## config.mk

```make
export PLATFORM = sky130hd
export DESIGN_NAME = vga_fb_arbiter
export DESIGN_NICKNAME = d
export VERILOG_FILES = /design/src/rtl/vga_fb_arbiter.sv
export SDC_FILE = /design/constraint.sdc
export NUM_CORES = 1
export LEC_CHECK = 0
export ABC_AREA = 1
export CELL_PAD_IN_SITES_DETAIL_PLACEMENT = 0
export CELL_PAD_IN_SITES_GLOBAL_PLACEMENT = 1
export CORE_MARGIN = 2
export CORE_UTILIZATION = 33
export DETAILED_ROUTE_END_ITERATION = 16
export GPL_TIMING_DRIVEN = 0
export PLACE_DENSITY_LB_ADDON = 0.1
export SLEW_MARGIN = 0
export SYNTH_ARGS = -nofsm -noshare
export SYNTH_HDL_FRONTEND = slang
export SYNTH_SLANG_ARGS = --single-unit
```

## constraint.sdc

```tcl
create_clock -name pclk -period 3.5 [get_ports pclk]
set_input_delay 0.7 -clock pclk [delete_from_list [all_inputs] [get_ports pclk]]
set_output_delay 0.7 -clock pclk [all_outputs]
set_load 0.005 [all_outputs]
```

## src/rtl/vga_fb_arbiter.sv

```systemverilog
// vga_fb_arbiter: shares a single-port 160x120 RGB332 framebuffer RAM between
// the VGA pixel fetch (always wins), a pixel-writer client and a full-frame
// clear sequencer. Video reads land on pix_data two cycles after the slot.
//
// state  | meaning
// -------+-----------------------------------------------------------
// IDLE   | no clear outstanding; writer served in non-video cycles
// PEND   | clear requested, colour latched, waiting for end of frame
// CLEAR  | writing latched colour to every address, one per free cycle
module vga_fb_arbiter #(
    parameter int FB_W   = 160,
    parameter int FB_H   = 120,
    parameter int ADDR_W = 15,
    parameter int DATA_W = 8
) (
    input  logic              pclk,
    input  logic              rst,
    input  logic [9:0]        hcount,
    input  logic [9:0]        vcount,
    input  logic              display,
    input  logic              eof,
    input  logic              wr_valid,
    output logic              wr_ready,
    input  logic [7:0]        wr_x,
    input  logic [6:0]        wr_y,
    input  logic [DATA_W-1:0] wr_data,
    input  logic              clear_req,
    input  logic [DATA_W-1:0] clear_color,
    output logic              busy,
    output logic              clear_done,
    output logic              mem_en,
    output logic              mem_we,
    output logic [ADDR_W-1:0] mem_addr,
    output logic [DATA_W-1:0] mem_wdata,
    input  logic [DATA_W-1:0] mem_rdata,
    output logic [DATA_W-1:0] pix_data,
    output logic              pix_valid
);

    typedef enum logic [1:0] {
        S_IDLE  = 2'd0,
        S_PEND  = 2'd1,
        S_CLEAR = 2'd2
    } state_t;

    localparam logic [7:0]        FB_W_L     = 8'(FB_W);
    localparam logic [6:0]        FB_H_L     = 7'(FB_H);
    localparam logic [ADDR_W-1:0] CLEAR_LAST = ADDR_W'(FB_W * FB_H - 1);

    state_t              state, state_nx;
    logic [ADDR_W-1:0]   clear_addr;
    logic [DATA_W-1:0]   color_q;
    logic                rd_d1;
    logic                disp_d1, disp_d2;
    logic [DATA_W-1:0]   pix_q;

    logic                vslot;
    logic                clear_wr;
    logic                wr_in_range;
    logic [7:0]          vid_x;
    logic [7:0]          vid_y;
    logic [ADDR_W-1:0]   vid_addr;
    logic [ADDR_W-1:0]   wr_addr;

    // Low vcount bits only select the screen row inside a 4x4 block.
    logic unused_vbits;
    assign unused_vbits = &{1'b0, vcount[1:0]};

    assign vslot = display && (hcount[1:0] == 2'b00);
    assign vid_x = hcount[9:2];
    assign vid_y = vcount[9:2];

    // Row stride 160 = 128 + 32, built from shifts instead of a multiplier.
    assign vid_addr = ADDR_W'({vid_y, 7'b0}) + ADDR_W'({vid_y, 5'b0}) + ADDR_W'(vid_x);
    assign wr_addr  = ADDR_W'({wr_y, 7'b0}) + ADDR_W'({wr_y, 5'b0}) + ADDR_W'(wr_x);
    assign wr_in_range = (wr_x < FB_W_L) && (wr_y < FB_H_L);

    assign busy      = (state != S_IDLE);
    assign pix_valid = disp_d2;
    assign pix_data  = disp_d2 ? pix_q : '0;

    // State register.
    always_ff @(posedge pclk or posedge rst) begin
        if (rst) state <= S_IDLE;
        else     state <= state_nx;
    end

    // Next-state logic; clear_req is only looked at in IDLE.
    always_comb begin
        state_nx = state;
        case (state)
            S_IDLE:  if (clear_req) state_nx = S_PEND;
            S_PEND:  if (eof) state_nx = S_CLEAR;
            S_CLEAR: if (clear_wr && (clear_addr == CLEAR_LAST)) state_nx = S_IDLE;
            default: state_nx = S_IDLE;
        endcase
    end

    // RAM port mux: video slot, then clear write, then writer.
    always_comb begin
        mem_en    = 1'b0;
        mem_we    = 1'b0;
        mem_addr  = '0;
        mem_wdata = '0;
        clear_wr  = (state == S_CLEAR) && !vslot;
        wr_ready  = !vslot && (state != S_CLEAR);
        if (vslot) begin
            mem_en   = 1'b1;
            mem_addr = vid_addr;
        end else if (clear_wr) begin
            mem_en    = 1'b1;
            mem_we    = 1'b1;
            mem_addr  = clear_addr;
            mem_wdata = color_q;
        end else if (wr_valid && wr_ready && wr_in_range) begin
            mem_en    = 1'b1;
            mem_we    = 1'b1;
            mem_addr  = wr_addr;
            mem_wdata = wr_data;
        end
    end

    // Clear bookkeeping and the two-stage video read pipeline.
    always_ff @(posedge pclk or posedge rst) begin
        if (rst) begin
            clear_addr <= '0;
            color_q    <= '0;
            clear_done <= 1'b0;
            rd_d1      <= 1'b0;
            disp_d1    <= 1'b0;
            disp_d2    <= 1'b0;
            pix_q      <= '0;
        end else begin
            clear_done <= clear_wr && (clear_addr == CLEAR_LAST);
            if ((state == S_IDLE) && clear_req) color_q <= clear_color;
            if ((state == S_PEND) && eof)       clear_addr <= '0;
            else if (clear_wr)                  clear_addr <= clear_addr + 1'b1;
            rd_d1   <= vslot;
            disp_d1 <= display;
            disp_d2 <= disp_d1;
            if (rd_d1) pix_q <= mem_rdata;
        end
    end

endmodule

```

# After elaboration in Yosys (flattened, before gate mapping)
# Cells that the tools add are included.
# W data, S select, Z words.
[word_totals]
input_bits = 65
word_cells = 54
memories = 0
out_inout_bits = 37
regBits = 37
ramBits = 0
rom_bits = 0
latchBits = 0
[classes]
magnitude_cmp = 2
shifts = 0
muxes = 17
bitwise = 0
multipliers = 0
eq_ne = 7
n_reduce_logical = 15
div = 0
add_sub_neg = 5
[op_table]
columns = ["op", "n"]
rows = [
  ["$mux W15", 5],
  ["$mux W8", 4],
  ["$add A15 B8 Y15", 2],
  ["$add A14 B12 Y15", 1],
  ["$add A15 B1 Y15 const B", 1],
  ["$add A15 B13 Y15", 1],
  ["$eq A15 B15 Y1 const B", 1],
  ["$logic_and A1 B1 Y1", 9],
  ["$lt A8 B8 Y1 const B", 1],
  ["$ne A2 B2 Y1 const B", 4],
  ["$lt A7 B7 Y1 const B", 1],
  ["$mux W2", 3],
  ["$pmux W2 S3", 1],
  ["$logic_not A2 Y1", 2],
  ["$mux W1", 4],
  ["$reduce_bool A2 Y1", 2],
  ["$reduce_and A3 Y1", 1],
  ["$eq A2 B1 Y1 const B", 1],
  ["$eq A2 B2 Y1 const B", 1],
  ["$logic_not A1 Y1", 1],
]

# Logic depth before layout (Yosys ltp)
# Gate-level depths: netlist (run 1).
[depth]
word_depth = 9
depth_mapped = 13
depth_no_buf = 13

# Least setup slack after synthesis (run 1)
# No wires, ideal clock.
[synth_timing]
path_kind = "input port to output port"
startpoint = "input port hcount[9]"
endpoint = "output port mem_addr[10]"
t_arrival_ns = 2.350
setup_slack_ns = 0.450
n_path_buf = 0
required_time_ns = 2.800
cell_stages = 9
path_cell_list = "inv_1 > fa_1 > inv_1 > fa_1 > nand2_1 > nand3_1 > or2_2 > nand2_1 > nand3_1"
[synth_via]
elab_chain_cells = 2
[synth_lines]
columns = ["element", "line", "rtl"]
rows = [
  ["start: declaration", "18", "input logic [9:0] hcount,"],
  ["$add A15 B8 Y15", "74", "assign vid_addr = ADDR_W'({vid_y, 7'b0}) + ADDR_W'({vid_y, 5'b0}) + ADDR_W'(vid_x);"],
  ["$mux W15", "107", "if (vslot) begin"],
  ["end: declaration", "33", "output logic [ADDR_W-1:0] mem_addr,"],
]
# Every way passes these cells.

# Worst setup path after layout (run 1)
[layout_timing]
startpoint = "input port vcount[5]"
endpoint = "output port mem_addr[11]"
[layout_via]
elab_chain_cells = 3
[layout_lines]
columns = ["element", "line", "rtl"]
rows = [
  ["start: declaration", "19", "input logic [9:0] vcount,"],
  ["$add A15 B13 Y15", "74", ""],
  ["$add A15 B8 Y15", "74", ""],
  ["$mux W15", "107", ""],
]
# Every way passes these cells.

==> reports/qor.yml, run 1 <==
grt_pass1_wl_um: 15400
max_freq_mhz: 295
grtUsageTotal_pct: 18.8
netlist_instances: 436
grt-ovfl-total: 0
layout_min_cycle_time_ps: 3390
die-area_sq_um: 10400
power.switching_uw: 728
end_kind: "primary output"
r2r_slack_ps: 1970
synth_seq_cells: 37
place_hpwl_um: 7490
power_frac_seq_pct: 31.7
clk_latency_ps: 300
cap_violations: 0
instances_no_fill: 677
std_cell_rows: 35
ios: 102
synth_ff_type: "dfrtp_1"
synth_top_area_share_pct: 29.1
skew_ps: 14.6
hp-start: "disp_d1"
mostFrequentLayoutCell: "nand2_1"
via_count: 3213
ys_top_cells_by_area: "dfrtp_1 29%, nand2_1 15%, ha_1 11%"
combPwrFrac_pct: 52.1
grt_antenna_before_repair: 0
synth_edf_count: 0
start_util_pct: 34.3
holdCritPathClass: "reg -> reg"
cts_tree: "built"
power-per-cell-area_nw_per_um2: 415
setup_viol: 0
cp_slowest_cell: "clkdlybuf4s50_1"
htreeDepth: 2
antenna_cells: 0
antenna_left: 0
syn_area_sq_um: 3180
final_cell_mix: "118 x nand2_1, 81 x clkdlybuf4s50_1, 60 x inv_1"
p_leak_nw: 2.27
portBuffers: 99
drc: 0
worst_r2r_path_depth: 8
grt_start_max_net_pins: 38
area_delta_synth_final_pct: 46.2
synth_nets: 534
die_w_um: 102
path_buf_inv: 3
clk_path_buf_depth: 2
period_share_pct: 96.9
maxSlewViolCount: 0
fp.dieH_um: 102
ir_drop_mv: 0.269
drt_wl_total_um: 9410
switching_share_pct: 37.7
yosysTopAreaCell: "dfrtp_1"
worst_slew_margin_rel_pct: 45.5
grt_pass1_vias: 3227
cp.arrival_ps: 2690
path_cells: "clkdlybuf4s50_1 > ha_1 > ha_2 > nand2_1 > inv_1 > nand3_1 > nand3_1 > nand2_1 > nand3_1 > nand3_1 > dlygate4sd2_1"
r2r_end: "clear_addr[14]"
start_kind: "input port"
hold-path-endpoint: "pix_valid"
run_status: "complete, no violations"
whs_ps: 359
critPathRequiredTime_ps: 2800
worstMarginPinSlew_ps: 816
detail_route.wl_per_cell_um: 13.9
p_clk_share_pct: 16.2
cts_buffers: 5
dp.cells: 664
drive_gt1_share_pct: 18.6
synth_warnings: 0
ys_async_sr_fraction_pct: 100
path_delay_family: "buffers and inverters"
synth-seq-area-share_pct: 29.1
nets: 646
first_pass_iters: 4
coreArea_sq_um: 9280
max_stage_delay_ps: 440
ys_types: 36
routabilityCongestion: 0.896
final_util_pct: 50.1
cts_sinks: 37
hold_viol: 0
p_int_mw: 1.20
hold_buffers: 0
syn_area_per_cell_sq_um: 7.30
root_buffer: "clkbuf_8"
critPathKind: "in -> out"
vias_per_cell: 4.75
min_delay_path_depth: 0
worstPathMaxFanout: 5
clkSlewWorstSetupHoldPaths_ps: 70
r2r_start: "clear_addr[0]"
crit_top_cell: "nand3_1"
drt_iter0_drc: 82
==> area by class of cell <==
| cell class | count | area (sq um) |
|---|---|---|
| buffer | 10 | 78.8 |
| multi-input combinational | 320 | 2110 |
| tap | 129 | 161 |
| inverter | 69 | 262 |
| clock inverter | 1 | 7.51 |
| timing repair buffer | 105 | 1020 |
| sequential | 37 | 926 |
| clock buffer | 6 | 82.6 |
| fill | 962 | 4630 |
==> cell usage after synthesis, types with 3 or more instances <==
| cell type | n |
|---|---|
| inv_1 | 64 |
| buf_2 | 3 |
| a21oi_1 | 16 |
| nor2_1 | 25 |
| ha_1 | 29 |
| a22o_1 | 7 |
| nand2_1 | 123 |
| nor2_2 | 3 |
| nor3_1 | 5 |
| nand3_1 | 42 |
| mux2_2 | 15 |
| fa_1 | 4 |
| nand4_1 | 12 |
| nand2_2 | 3 |
| buf_6 | 3 |
| o21ai_0 | 12 |
| o211ai_1 | 5 |
| or2_2 | 4 |
| dfrtp_1 | 37 |
| inv_2 | 4 |
==> state kept, by name, summed over array words and instances, names as in the netlist <==
register	flops
pix_valid	1
rd_d1	1
state	2
clear_addr	15
disp_d1	1
pix_q	8
color_q	8
clear_done	1
==> layer usage <==
layer	GRT usage [%]	up-vias	wire length (um)	share of wire (%)
met4	4.51	0	109	1.2
met1	24.5	1512	4240	45
met5	0	-	0	0
met3	2.12	8	306	3.3
met2	33.4	50	4750	50
li1	-	1643	-	-
==> per-stage QoR <==
stage	cell area [sq um]	TNS, ps	power, mW	worst slack [ps]
floorplan	3180	0	1.15	450
global placement	4340	-3880	1.57	-638
detailed placement	4340	-4040	1.59	-670
CTS	4570	0	1.95	43.8
global route	4650	-1.90	2.09	-1.90
finish	4650	0	1.93	109
==> power groups by stage <==
stage / Sequential [mW] / Combinational, mW / Clock [mW]
after floorplan: 0.598 / 0.557 / 0
after global placement: 0.617 / 0.958 / 0
after detailed placement: 0.620 / 0.967 / 0
after CTS: 0.612 / 1.00 / 0.330
after global routing: 0.630 / 1.12 / 0.340
final: 0.612 / 1.01 / 0.314
==> cells by family after synthesis <==
group,Yosys count,synth area share [%]
mux,15,5.31
fa+ha+maj,33,13.9
xor+xnor,1,0.275
buf+inv,79,10.7
compound gates,46,8.96
simple gates,225,31.8
flops,37,29.1
==> what timing repair did <==
action / CTS / global route
gates cloned: 0 / 0
resized for setup: 63 / 14
pin swaps: 13 / 6
setup buffers: 6 / 0
setup endpoints to repair: 8 / 6
==> worst max path at each step <==
stage	startpoint	end	slack, ps	cells after the start
2_1_floorplan	hcount[9]	mem_addr[10]	450	9
3_3_place_gp	vcount[2]	mem_addr[10]	-640	11
3_5_place_dp	hcount[9]	mem_addr[10]	-670	11
4_1_cts	wr_y[1]	mem_addr[12]	40	12
5_1_grt	vcount[2]	mem_addr[13]	-2	15
6_report	vcount[5]	mem_addr[11]	110	11
Power figures use the tool's default switching activity.
==> run 2, diff against run 1 <==
CORE_UTILIZATION = 45   (was 33)
DONT_BUFFER_PORTS = 1   (was default)
==> reports/qor.yml, run 2 (same netlist as run 1, synthesis figures left out) <==
cts-resized-gates: 0  # was 63
grt_pass1_wl_um: 12600  # was 15400 um
cp_slowest_cell: "fa_1"  # was clkdlybuf4s50_1
worst_r2r_path_depth: 8  # unchanged
largest_reg_flops: 15  # unchanged
crit_path_start: "hcount[9]"  # was vcount[5]
grt_antenna_before_repair: 0  # unchanged
die-area_sq_um: 7760  # was 10400 sq um
cts_buffers: 5  # unchanged
root_buffer: "clkbuf_8"  # unchanged
path_delay_family: "adder cells"  # was buffers and inverters
max_stage_delay_ps: 520  # was 440 ps
power-per-cell-area_nw_per_um2: 479  # was 415 nW/um^2
area_delta_synth_final_pct: 6.80  # was 46.2%
critPathRequiredTime_ps: 2800  # about the same
drt_iter0_drc: 84  # was 82
first_pass_iters: 4  # unchanged
whs_ps: 359  # about the same
worst_slew_margin_rel_pct: 49.4  # was 45.5%
end_kind: "primary output"  # unchanged
r2r_end: "clear_addr[14]"  # unchanged
clkSlewWorstSetupHoldPaths_ps: 80  # was 70 ps
drt_wl_total_um: 7970  # was 9410 um
die_w_um: 88.1  # was 102 um
r2r_slack_ps: 2010  # was 1970 ps
grt_pass1_vias: 2671  # was 3227
skew_ps: 8.24  # was 14.6 ps
final_cell_mix: "123 x nand2_1, 63 x inv_1, 42 x nand3_1"  # was 118 x nand2_1, 81 x clkdlybuf4s50_1, 60 x inv_1
path_cells: "inv_1 > fa_1 > inv_1 > fa_1 > nand2_1 > nand3_1 > or2_2 > nand2_1 > nand3_1"  # was clkdlybuf4s50_1 > ha_1 > ha_2 > nand2_1 > inv_1 > nand3_1 > nand3_1 > nand2_1 > nand3_1 > nand3_1 > dlygate4sd2_1
portBuffers: 0  # was 99
num-fill-cells: 716  # was 962
start_kind: "input port"  # unchanged
layout_min_cycle_time_ps: 3170  # was 3390 ps
mostFrequentLayoutCell: "nand2_1"  # unchanged
holdCritPathClass: "reg -> reg"  # unchanged
routabilityCongestion: 0.816  # was 0.896
dr_wl_met3_um: 293  # was 306 um
regMostFlops: "clear_addr"  # unchanged
detail_route.wl_per_cell_um: 14.8  # was 13.9 um
via_count: 2789  # was 3213
run_status: "complete, no violations"  # unchanged
critPathKind: "in -> out"  # unchanged
hold_buffers: 0  # unchanged
cts_sinks: 37  # unchanged
ios: 102  # unchanged
grtUsageTotal_pct: 21.0  # was 18.8%
post_cts_buffers: 0  # was 6
worstMarginPinSlew_ps: 758  # was 816 ps
cp.arrival_ps: 2470  # was 2690 ps
maxSlewViolCount: 0  # unchanged
wl_met1_um: 3650  # was 4240 um
endpoint: "mem_addr[10]"  # was mem_addr[11]
start_util_pct: 46.6  # was 34.3%
clk_latency_ps: 300  # about the same
clk_path_buf_depth: 2  # unchanged
instances_no_fill: 540  # was 677
hold_viol: 0  # unchanged
path_buf_inv: 2  # was 3
dr_wl_met2_um: 3870  # was 4750 um
largestRegisters: "clear_addr (15), color_q (8), pix_q (8)"  # unchanged
drive_gt1_share_pct: 12.4  # was 18.6%
antenna_left: 0  # unchanged
worstPathMaxFanout: 4  # was 5
antenna_cells: 0  # unchanged
p_leak_nw: 1.78  # was 2.27 nW
cap_violations: 0  # unchanged
r2r_start: "clear_addr[0]"  # unchanged
period_share_pct: 90.7  # was 96.9%
final.setup.tns_ps: 0  # unchanged
nets: 541  # was 646
coreArea_sq_um: 6830  # was 9280 sq um
vias_per_cell: 5.16  # was 4.75
place_hpwl_um: 6510  # was 7490 um
rsz0062_at_grt: "no"
ir_drop_mv: 0.275  # was 0.269 mV
max_freq_mhz: 315  # was 295 MHz
setup_viol: 0  # unchanged
grt-ovfl-total: 0  # unchanged
std_cell_rows: 30  # was 35
highest_layer: "met4"  # unchanged
fp.dieH_um: 88.1  # was 102 um
path_depth: 9  # was 11
drc: 0  # unchanged
cts_tree: "built"  # unchanged
grt_start_max_net_pins: 38  # unchanged
htreeDepth: 2  # unchanged
dp.cells: 532  # was 664
[run 2: cell types whose count changed in the layout (fill, tap and decap cells not counted), moves of 4 or more]
cell | before | now
dlygate4sd2_1 | 9 | 0
clkdlybuf4s50_1 | 81 | 0
nand3_2 | 13 | 1
nand2_2 | 8 | 3
ha_1 | 19 | 29
ha_4 | 7 | 0
buf_4 | 5 | 1
nand2_1 | 118 | 123
nand3_1 | 30 | 42
buf_2 | 7 | 3
[run 2: worst register-to-register path, cell delays in order (launching register included)]
cell     delay [ps]
dfrtp_1         410
ha_1            180
nand3_1         120
inv_2           100
nand2_1         110
nor3_2          240
nand3_1         110
nand2_1          70
nor2_1           40
[run 2: metal layers]
metal	GRT usage, %	up-vias
li1	-	1437
met1	28.2	1280
met2	35.2	61
met3	2.64	11
met4	7.16	0
met5	0	-
[run 2: how the worst min path moves through the flow]
stage	from	end	slack, ps	cells past startpoint
floorplan	disp_d1	pix_valid	330	0
detailed placement	disp_d1	pix_valid	340	0
global route	disp_d1	pix_valid	370	0
finish	disp_d1	pix_valid	360	0
CTS	disp_d1	pix_valid	360	0
global placement	disp_d1	pix_valid	340	0
[run 2: layout make-up]
type | instances | area [sq um] | share of cell area [%]
inverter | 69 | 262 | 7.69
clock inverter | 2 | 13.8 | 0.405
tap | 96 | 120 | 3.53
buffer | 10 | 78.8 | 2.32
sequential | 37 | 926 | 27.2
multi-input combinational | 320 | 1920 | 56.4
clock buffer | 6 | 82.6 | 2.43
[run 2: through the flow]
step | setup slack [ps] | cell area [sq um] | util [%] | total power, mW
final | 327 | 3400 | 49.8 | 1.63
after global placement | 314 | 3300 | 48.4 | 1.31
after floorplan | 450 | 3180 | - | 1.15
after detailed placement | 309 | 3300 | 48.4 | 1.33
after global routing | 179 | 3400 | 49.8 | 1.76
after CTS | 307 | 3400 | 49.8 | 1.65
[run 2: where the power goes]
group          internal (mW)  leakage [nW]  switching [mW]
Sequential             0.534         0.469          0.0821
Clock                  0.159        0.0512           0.156
Combinational          0.274          1.26           0.424
Total                  0.968          1.78           0.662
